### config.mk
export PLATFORM = sky130hd
export DESIGN_NAME = hazard_unit
export DESIGN_NICKNAME = d
export VERILOG_FILES = /design/src/rtl/hazard_pkg.sv /design/src/rtl/sat_counter.sv /design/src/rtl/hazard_unit.sv
export SDC_FILE = /design/constraint.sdc
export NUM_CORES = 1
export LEC_CHECK = 0
export BUFFER_PORTS_ARGS = -buffer_cell sky130_fd_sc_hd__buf_2
export CAP_MARGIN = 10
export CORE_UTILIZATION = 40
export CTS_BUF_LIST = sky130_fd_sc_hd__clkbuf_4
export CTS_CLUSTER_SIZE = 28
export DETAILED_ROUTE_END_ITERATION = 12
export MAX_ROUTING_LAYER = met4
export PLACE_DENSITY_LB_ADDON = 0.3
export SETUP_SLACK_MARGIN = 0.4
export SKIP_CTS_REPAIR_TIMING = 1
export SLEW_MARGIN = 5
export SYNTH_ARGS = -nofsm -noshare
export SYNTH_HDL_FRONTEND = slang
export SYNTH_SLANG_ARGS = --single-unit
### constraint.sdc
create_clock -name clock -period 2.05 [get_ports clock]
set_clock_uncertainty 0.2 [all_clocks]
set_input_delay 0.3075 -clock clock [delete_from_list [all_inputs] [get_ports clock]]
set_output_delay 0.3075 -clock clock [all_outputs]
set_load 0.005 [all_outputs]
### src/rtl/hazard_pkg.sv
// Shared types and constants for the hazard/forwarding controller and the EX operand mux.
package hazard_pkg;

  typedef enum logic {
    RUN     = 1'b0,
    MC_WAIT = 1'b1
  } state_t;

  localparam logic [1:0] FWD_RF  = 2'b00;
  localparam logic [1:0] FWD_MEM = 2'b01;
  localparam logic [1:0] FWD_WB  = 2'b10;

  typedef struct packed {
    logic pc_stall;
    logic if_id_stall;
    logic id_ex_bubble;
    logic ex_hold;
    logic ex_mem_bubble;
    logic if_id_flush;
    logic id_ex_flush;
  } ctrl_t;

  localparam ctrl_t CTRL_NOP = '0;

  localparam ctrl_t CTRL_MC = '{pc_stall: 1'b1, if_id_stall: 1'b1, ex_hold: 1'b1,
                                ex_mem_bubble: 1'b1, default: 1'b0};

  localparam ctrl_t CTRL_LOAD_USE = '{pc_stall: 1'b1, if_id_stall: 1'b1,
                                      id_ex_bubble: 1'b1, default: 1'b0};

  localparam ctrl_t CTRL_FLUSH = '{if_id_flush: 1'b1, id_ex_flush: 1'b1, default: 1'b0};

endpackage

### src/rtl/sat_counter.sv
// Saturating up-counter with synchronous clear; clear wins over increment.
module sat_counter #(
  parameter int unsigned W = 16
) (
  input  logic         clock,
  input  logic         reset,
  input  logic         inc,
  input  logic         clr,
  output logic [W-1:0] q
);

  always_ff @(posedge clock or negedge reset) begin
    if (!reset) begin
      q <= '0;
    end else if (clr) begin
      q <= '0;
    end else if (inc && (q != '1)) begin
      q <= q + 1'b1;
    end
  end

endmodule

### src/rtl/hazard_unit.sv
// Hazard/forwarding controller: load-use bubbles, EX forwarding, branch flush,
// multi-cycle EX stalls and saturating stall/flush statistics.
module hazard_unit
  import hazard_pkg::*;
#(
  parameter int unsigned REG_W  = 5,
  parameter int unsigned MC_LAT = 4,
  parameter int unsigned CNT_W  = 16
) (
  input  logic             clock,
  input  logic             reset,
  input  logic             id_valid,
  input  logic [REG_W-1:0] id_rs,
  input  logic [REG_W-1:0] id_rt,
  input  logic             id_uses_rt,
  input  logic [REG_W-1:0] ex_rs,
  input  logic [REG_W-1:0] ex_rt,
  input  logic [REG_W-1:0] ex_rd,
  input  logic             ex_reg_write,
  input  logic             ex_mem_read,
  input  logic             ex_mc_start,
  input  logic             ex_branch_taken,
  input  logic [REG_W-1:0] mem_rd,
  input  logic [REG_W-1:0] wb_rd,
  input  logic             mem_reg_write,
  input  logic             wb_reg_write,
  input  logic             clr_stats,
  output logic             pc_stall,
  output logic             if_id_stall,
  output logic             id_ex_bubble,
  output logic             ex_hold,
  output logic             ex_mem_bubble,
  output logic             if_id_flush,
  output logic             id_ex_flush,
  output logic [1:0]       fwd_a,
  output logic [1:0]       fwd_b,
  output logic             mc_busy,
  output logic [CNT_W-1:0] stall_cnt,
  output logic [CNT_W-1:0] flush_cnt
);

  // The first EX cycle and the final MC_WAIT cycle are both stalls, so the
  // counter only has to cover MC_LAT-3 extra cycles.
  localparam bit          MC_STALLS = (MC_LAT >= 2);
  localparam bit          MC_WAITS  = (MC_LAT >= 3);
  localparam int unsigned MC_INIT   = MC_WAITS ? (MC_LAT - 3) : 0;
  localparam int unsigned CW        = (MC_INIT > 0) ? $clog2(MC_INIT + 1) : 1;

  state_t        state;
  logic [CW-1:0] mc_cnt;
  ctrl_t         ctrl;
  logic          load_use;

  function automatic logic [1:0] fwd_sel(input logic [REG_W-1:0] src);
    if (mem_reg_write && (mem_rd != '0) && (mem_rd == src)) return FWD_MEM;
    if (wb_reg_write && (wb_rd != '0) && (wb_rd == src))    return FWD_WB;
    return FWD_RF;
  endfunction

  always_comb begin
    fwd_a = fwd_sel(ex_rs);
    fwd_b = fwd_sel(ex_rt);
  end

  assign load_use = id_valid && ex_mem_read && ex_reg_write && (ex_rd != '0) &&
                    ((ex_rd == id_rs) || (id_uses_rt && (ex_rd == id_rt)));

  always_comb begin
    ctrl = CTRL_NOP;
    unique case (state)
      RUN: begin
        if (ex_branch_taken)              ctrl = CTRL_FLUSH;
        else if (ex_mc_start && MC_STALLS) ctrl = CTRL_MC;
        else if (load_use)                ctrl = CTRL_LOAD_USE;
      end
      MC_WAIT: ctrl = CTRL_MC;
      default: ctrl = CTRL_NOP;
    endcase
  end

  always_ff @(posedge clock or negedge reset) begin
    if (!reset) begin
      state  <= RUN;
      mc_cnt <= '0;
    end else begin
      unique case (state)
        RUN: begin
          if (!ex_branch_taken && ex_mc_start && MC_WAITS) begin
            state  <= MC_WAIT;
            mc_cnt <= CW'(MC_INIT);
          end
        end
        MC_WAIT: begin
          if (mc_cnt == '0) state <= RUN;
          else              mc_cnt <= mc_cnt - 1'b1;
        end
        default: state <= RUN;
      endcase
    end
  end

  assign pc_stall      = ctrl.pc_stall;
  assign if_id_stall   = ctrl.if_id_stall;
  assign id_ex_bubble  = ctrl.id_ex_bubble;
  assign ex_hold       = ctrl.ex_hold;
  assign ex_mem_bubble = ctrl.ex_mem_bubble;
  assign if_id_flush   = ctrl.if_id_flush;
  assign id_ex_flush   = ctrl.id_ex_flush;
  assign mc_busy       = (state == MC_WAIT);

  sat_counter #(.W(CNT_W)) u_stall_cnt (
    .clock (clock),
    .reset (reset),
    .inc   (ctrl.pc_stall),
    .clr   (clr_stats),
    .q     (stall_cnt)
  );

  sat_counter #(.W(CNT_W)) u_flush_cnt (
    .clock (clock),
    .reset (reset),
    .inc   (ctrl.if_id_flush),
    .clr   (clr_stats),
    .q     (flush_cnt)
  );

endmodule

==> impl_metrics.yaml, run 1 <==
run_status:
  outcome: "complete, but fails checks"
  violations: "negative setup slack"
route:
  detail_route.wl_per_cell_um: 13.81
  drc: 0
  first_pass_iters: 6
  vias: 2327
  routed_wirelength_um: 6185
  detail_route.iter0.violations: 88
  detail_route.vias_per_cell: 5.194
  postRouteAntennaNets: 0
clocking:
  worstSkewPairLatency_ns: 0.34
  htree_levels: 2
  cts.clk_slew.worst_paths_ns: 0.10
  cts_root_buf: "clkbuf_4"
  clockBufferDepth: 2
  clock_sinks: 34
  cts_made_buffers: 5
  cts_tree: "built"
placement:
  place_inst: 418
  hpwl_um: 4113
  gp_congestion: 0.8351
  place_area_mm2: 0.002959
  io_buffers: 89
  dp_slack_ns: -0.1340
pwr:
  p_leak_uw: 0.001649
  ir_worst_vdd_uv: 516.8
  power_density_mw_per_mm2: 540.4
  p_total_uw: 1867
global_routing:
  grt_max_degree: 35
  track_usage_pct: 19.52
  grt_pass1_vias: 2001
  antenna_found_initial: 0
  grt_first_pass_wirelength_um: 9066
  grt_overflow: 0
synth:
  synth_flop_cell: "dfrtp_1"
  synth_largest_area_cell: "dfrtp_1"
  synth_top_area_share_pct: 38.46
  ys_seq_elements: 34
  yosys-top-cells-count: "dfrtp_1 (34), nor2_1 (27), xor2_1 (27)"
  ys_warn_count: 0
  synth.distinct_cells: 39
  synth.avg_cell_area_um2: 9.066
  yosysMostFrequentCell: "dfrtp_1"
  synth_nets: 292
  async_flop_share_pct: 100.0
  synth_edf_count: 0
  yosysSeqAreaShare_pct: 38.46
  synthCells: 244
  syn_area_mm2: 0.002212
  synthTopCellsByArea: "dfrtp_1 (38%), xor2_1 (11%), xnor2_1 (7.1%)"
final_layout:
  final_area_mm2: 0.003455
  final_util_pct: 66.37
  drive_above_1_share_pct: 52.12
  fin_nets: 425
  insertedDiodeCount: 0
  synthToLayoutAreaGrowth_pct: 56.16
  layoutNonFillerInstCount: 448
floorplan:
  chipWidth_um: 76.37
  core_mm2: 0.005205
  rows: 26
  die-area_mm2: 0.005832
  die_h_um: 76.37
  pin_count: 90
  start_util_pct: 42.50
timing:
  hold_viol: 0
  worstMarginPinSlew_ns: 0.7631
  finalMaxSlewViolations: 0
  slew_headroom_pct: 49.13
  max_freq_mhz: 474.0
  worst_slack_ns: -0.05962
  period_minus_slack_ns: 2.110
  finalCritPeriodShare_pct: 102.9
  setup_viol: 5
  rsz0062_at_grt: "true"
worst_setup_path:
  rr_startpoint: "u_stall_cnt.q[0]"
  critPathLaunchType: "input pin"
  required_ns: 1.54
  crit_type: "in2out"
  path_max_fanout: 7
  cp_slowest_cell: "or4_4"
  slowest_delay_ns: 0.54
  end_kind: "output port"
  startpoint: "ex_rd[1]"
  crit_chain: "buf_8 > or4_4 > o21ai_4 > inv_2 > a21oi_2 > buf_12 > inv_4 > buf_2"
  arrival_ns: 1.60
min_path:
  hp-start: "ex_branch_taken"
  hp-class: "in2reg"
run:
  drv_cap: 0
[final timing paths]
path / to / slack, ns / depth (start not counted)
worst min register to register: mc_cnt / 0.31 / 2
worst min-delay path: mc_cnt / 0.08 / 4
worst max register to register: u_stall_cnt.q[3] / -0.03 / 8
worst max-delay path: pc_stall / -0.06 / 8
min in group asynchronous: u_flush_cnt.q[6] / 0.37 / 2
max in group asynchronous: u_stall_cnt.q[11] / 0.79 / 2
[power by group]
group | internal [µW] | switching, µW
Sequential | 717 | 54.3
Clock | 142 | 232
Combinational | 386 | 336
[metal layers]
layer | track usage (%) | wire [µm] | up-vias
li1 | - | - | 1133
met1 | 24.30 | 2485 | 1133
met2 | 32.52 | 3424 | 50
met3 | 3.353 | 185 | 11
met4 | 5.577 | 90 | 0
met5 | - | 0 | -
[sequential cells by signal (all words and copies together), names as in the netlist]
register       cells
u_flush_cnt.q     16
u_stall_cnt.q     16
mc_busy            1
mc_cnt             1
[worst max-delay path: cells and delay by family]
family | cells | cell delay [ns]
AO/OA/AOI/OAI | 2 | 0.33
buffers and inverters | 5 | 0.43
AND/OR/NAND/NOR | 1 | 0.54
[metrics by stage]
step	hold slack (ns)	setup TNS (ns)
final	0.08184	-0.1635
after global routing	0.07924	-1.412
after CTS	-0.1525	-0.5543
after detailed placement	0.2317	-1.424
after global placement	0.2225	-0.8705
after floorplan	-0.1881	0
[cell usage in the layout (no fill, tap or decap), types with 4 or more instances in the layout]
cell | synthesis | final
buf_12 | 0 | 4
a21oi_1 | 15 | 9
or3_4 | 0 | 5
buf_2 | 0 | 80
buf_6 | 2 | 8
clkbuf_4 | 0 | 6
nor2_1 | 27 | 24
xnor2_1 | 18 | 16
o21ai_1 | 0 | 6
dfrtp_1 | 34 | 34
nand3_1 | 16 | 14
or3_1 | 4 | 4
xor2_1 | 27 | 26
inv_1 | 7 | 5
nand4_1 | 12 | 12
a21oi_2 | 1 | 5
or4_4 | 0 | 5
nand2_1 | 12 | 8
buf_4 | 3 | 40
o21ai_0 | 13 | 6
[kinds of logic after synthesis]
group                    share of synthesized area, %
buffers and inverters                           4.695
flip-flops                                      38.46
adder cells (fa/ha/maj)                         1.131
multiplexers                                   0.9050
AND/OR/NAND/NOR                                 26.07
AO/OA/AOI/OAI                                   10.92
XOR/XNOR                                        17.82
[area by class of cell]
| class | count | area (µm²) |
|---|---|---|
| clock buffer | 6 | 45.04 |
| clock inverter | 2 | 8.758 |
| fill | 448 | 1750 |
| inverter | 7 | 28.78 |
| multi-input combinational | 194 | 1523 |
| sequential | 34 | 850.8 |
| tap | 70 | 87.58 |
| timing repair buffer | 135 | 910.9 |
(Power assumes the default switching activity.)
==> run 2, diff against run 1 <==
- HOLD_SLACK_MARGIN: not set -> 0.1
- clock period: 2.05 -> 2.4 ns (I/O delays scaled with it)
==> impl_metrics.yaml, run 2 (synthesis gave the netlist of run 1 again) <==
run_status:
  outcome: "completed"
final_layout:
  fin_nets: 402
  multiInputGateArea_mm2: 0.001428
  layout_commonest_cell: "buf_2"
  insertedDiodeCount: 0
  n_fill_cell: 442
  drive_above_1_share_pct: 45.63
  final_cell_mix: "buf_2 (81), dfrtp_1 (32), xor2_1 (27), nor2_1 (24), buf_4 (19)"
  ff_latch_area_um2: 853.3
  synthToLayoutAreaGrowth_pct: 45.08
  top_regs: "u_flush_cnt.q x16, u_stall_cnt.q x16"
  layoutNonFillerInstCount: 425
floorplan:
  rows: 26
  core_mm2: 0.005205
  start_util_pct: 42.50
  chipWidth_um: 76.37
  die-area_mm2: 0.005832
  pin_count: 90
  die_h_um: 76.37
pwr:
  clkPwrFrac_pct: 29.1
  p_seq_share_pct: 36.4
  power_switching_uw: 534.4
  p_int_uw: 1268
  ir_worst_vdd_uv: 433.5
  power_density_mw_per_mm2: 561.5
  p_total_uw: 1802
  p_sw_share_pct: 29.66
  combPwrFrac_pct: 34.5
  p_leak_uw: 0.001468
worst_setup_path:
  rr_startpoint: "u_stall_cnt.q[1]"
  arrival_ns: 1.65
  path_max_fanout: 2
  startpoint: "ex_rs[2]"
  critPathLaunchType: "input pin"
  end_kind: "output port"
  crit_type: "in2out"
  rrSetupSlack_ns: 0.22
  required_ns: 1.84
min_path:
  hp-class: "in2reg"
  hp-start: "ex_branch_taken"
timing:
  setup_viol: 0
  fin_setup_tns_ns: 0
  hold_viol: 0
  rsz0062_at_grt: "true"
  worst_slack_ns: 0.1934
  period_minus_slack_ns: 2.207
  max_freq_mhz: 453.2
  worstMarginPinSlew_ns: 0.7591
  finalMaxSlewViolations: 0
  slew_headroom_pct: 49.39
  finalCritPeriodShare_pct: 91.94
route:
  postRouteAntennaNets: 0
  first_pass_iters: 4
  routed_wirelength_um: 5723
  detail_route.wl_per_cell_um: 13.47
  drc: 0
  detail_route.iter0.violations: 122
  vias: 2233
  detail_route.vias_per_cell: 5.254
global_routing:
  grt_overflow: 0
  grt_max_degree: 35
  grt_pass1_vias: 1950
  antenna_found_initial: 0
  grt_first_pass_wirelength_um: 8549
  track_usage_pct: 18.59
placement:
  place_inst: 399
  gp_congestion: 0.8343
  dp_slack_ns: 0.09450
  hpwl_um: 3867
  io_buffers: 89
run:
  drv_cap: 0
clocking:
  worstSkewPairLatency_ns: 0.34
  cts_tree: "built"
  cts.clk_slew.worst_paths_ns: 0.11
  clockBufferDepth: 2
  clock_sinks: 34
  cts_root_buf: "clkbuf_4"
  htree_levels: 2
  cts_made_buffers: 5
==> run 2: power groups by stage <==
| stage | clock (µW) | combinational (µW) | sequential (µW) |
|---|---|---|---|
| after floorplan | 0 | 276 | 666 |
| after global placement | 0 | 390 | 667 |
| after detailed placement | 0 | 398 | 666 |
| after CTS | 537 | 399 | 657 |
| after global routing | 559 | 681 | 664 |
| final | 524 | 622 | 656 |
==> run 2: through the flow <==
step | util, % | hold slack (ns) | area [µm²]
5_1_grt | 61.66 | 0.1812 | 3209
3_3_place_gp | 52.26 | 0.2789 | 2720
2_1_floorplan | - | -0.1356 | 2231
4_1_cts | 54.21 | -0.1026 | 2821
6_report | 61.66 | 0.1221 | 3209
3_5_place_dp | 52.26 | 0.2858 | 2720
==> run 2: per-layer routing <==
metal / up-vias / track usage (%) / wire length [µm]
met5: - / - / 0
met1: 1074 / 22.56 / 2449
met4: 0 / 5.962 / 43
met3: 6 / 4.072 / 236
li1: 1089 / - / -
met2: 64 / 30.72 / 2993
==> run 2: path summary, 6_finish.rpt <==
kind                            cells after the start                end
worst max-delay path                                5           fwd_a[1]
worst min-delay path                                4             mc_cnt
worst max register to register                      9   u_stall_cnt.q[1]
worst min register to register                      2             mc_cnt
max in group asynchronous                           2   u_flush_cnt.q[3]
min in group asynchronous                           2  u_flush_cnt.q[15]
==> run 2: cell type report <==
| cell class | count | share of cell area [%] |
|---|---|---|
| clock buffer | 5 | 1.170 |
| clock inverter | 3 | 1.988 |
| inverter | 7 | 0.8967 |
| multi-input combinational | 194 | 44.48 |
| sequential | 34 | 26.59 |
| tap | 70 | 2.729 |
| timing repair buffer | 112 | 22.14 |
==> run 2: worst max-delay path: stages <==
cell and delay [ns]:
buf_2 0.11, xor2_1 0.15, or4_1 0.56, nor4_2 0.30
buf_2 0.16
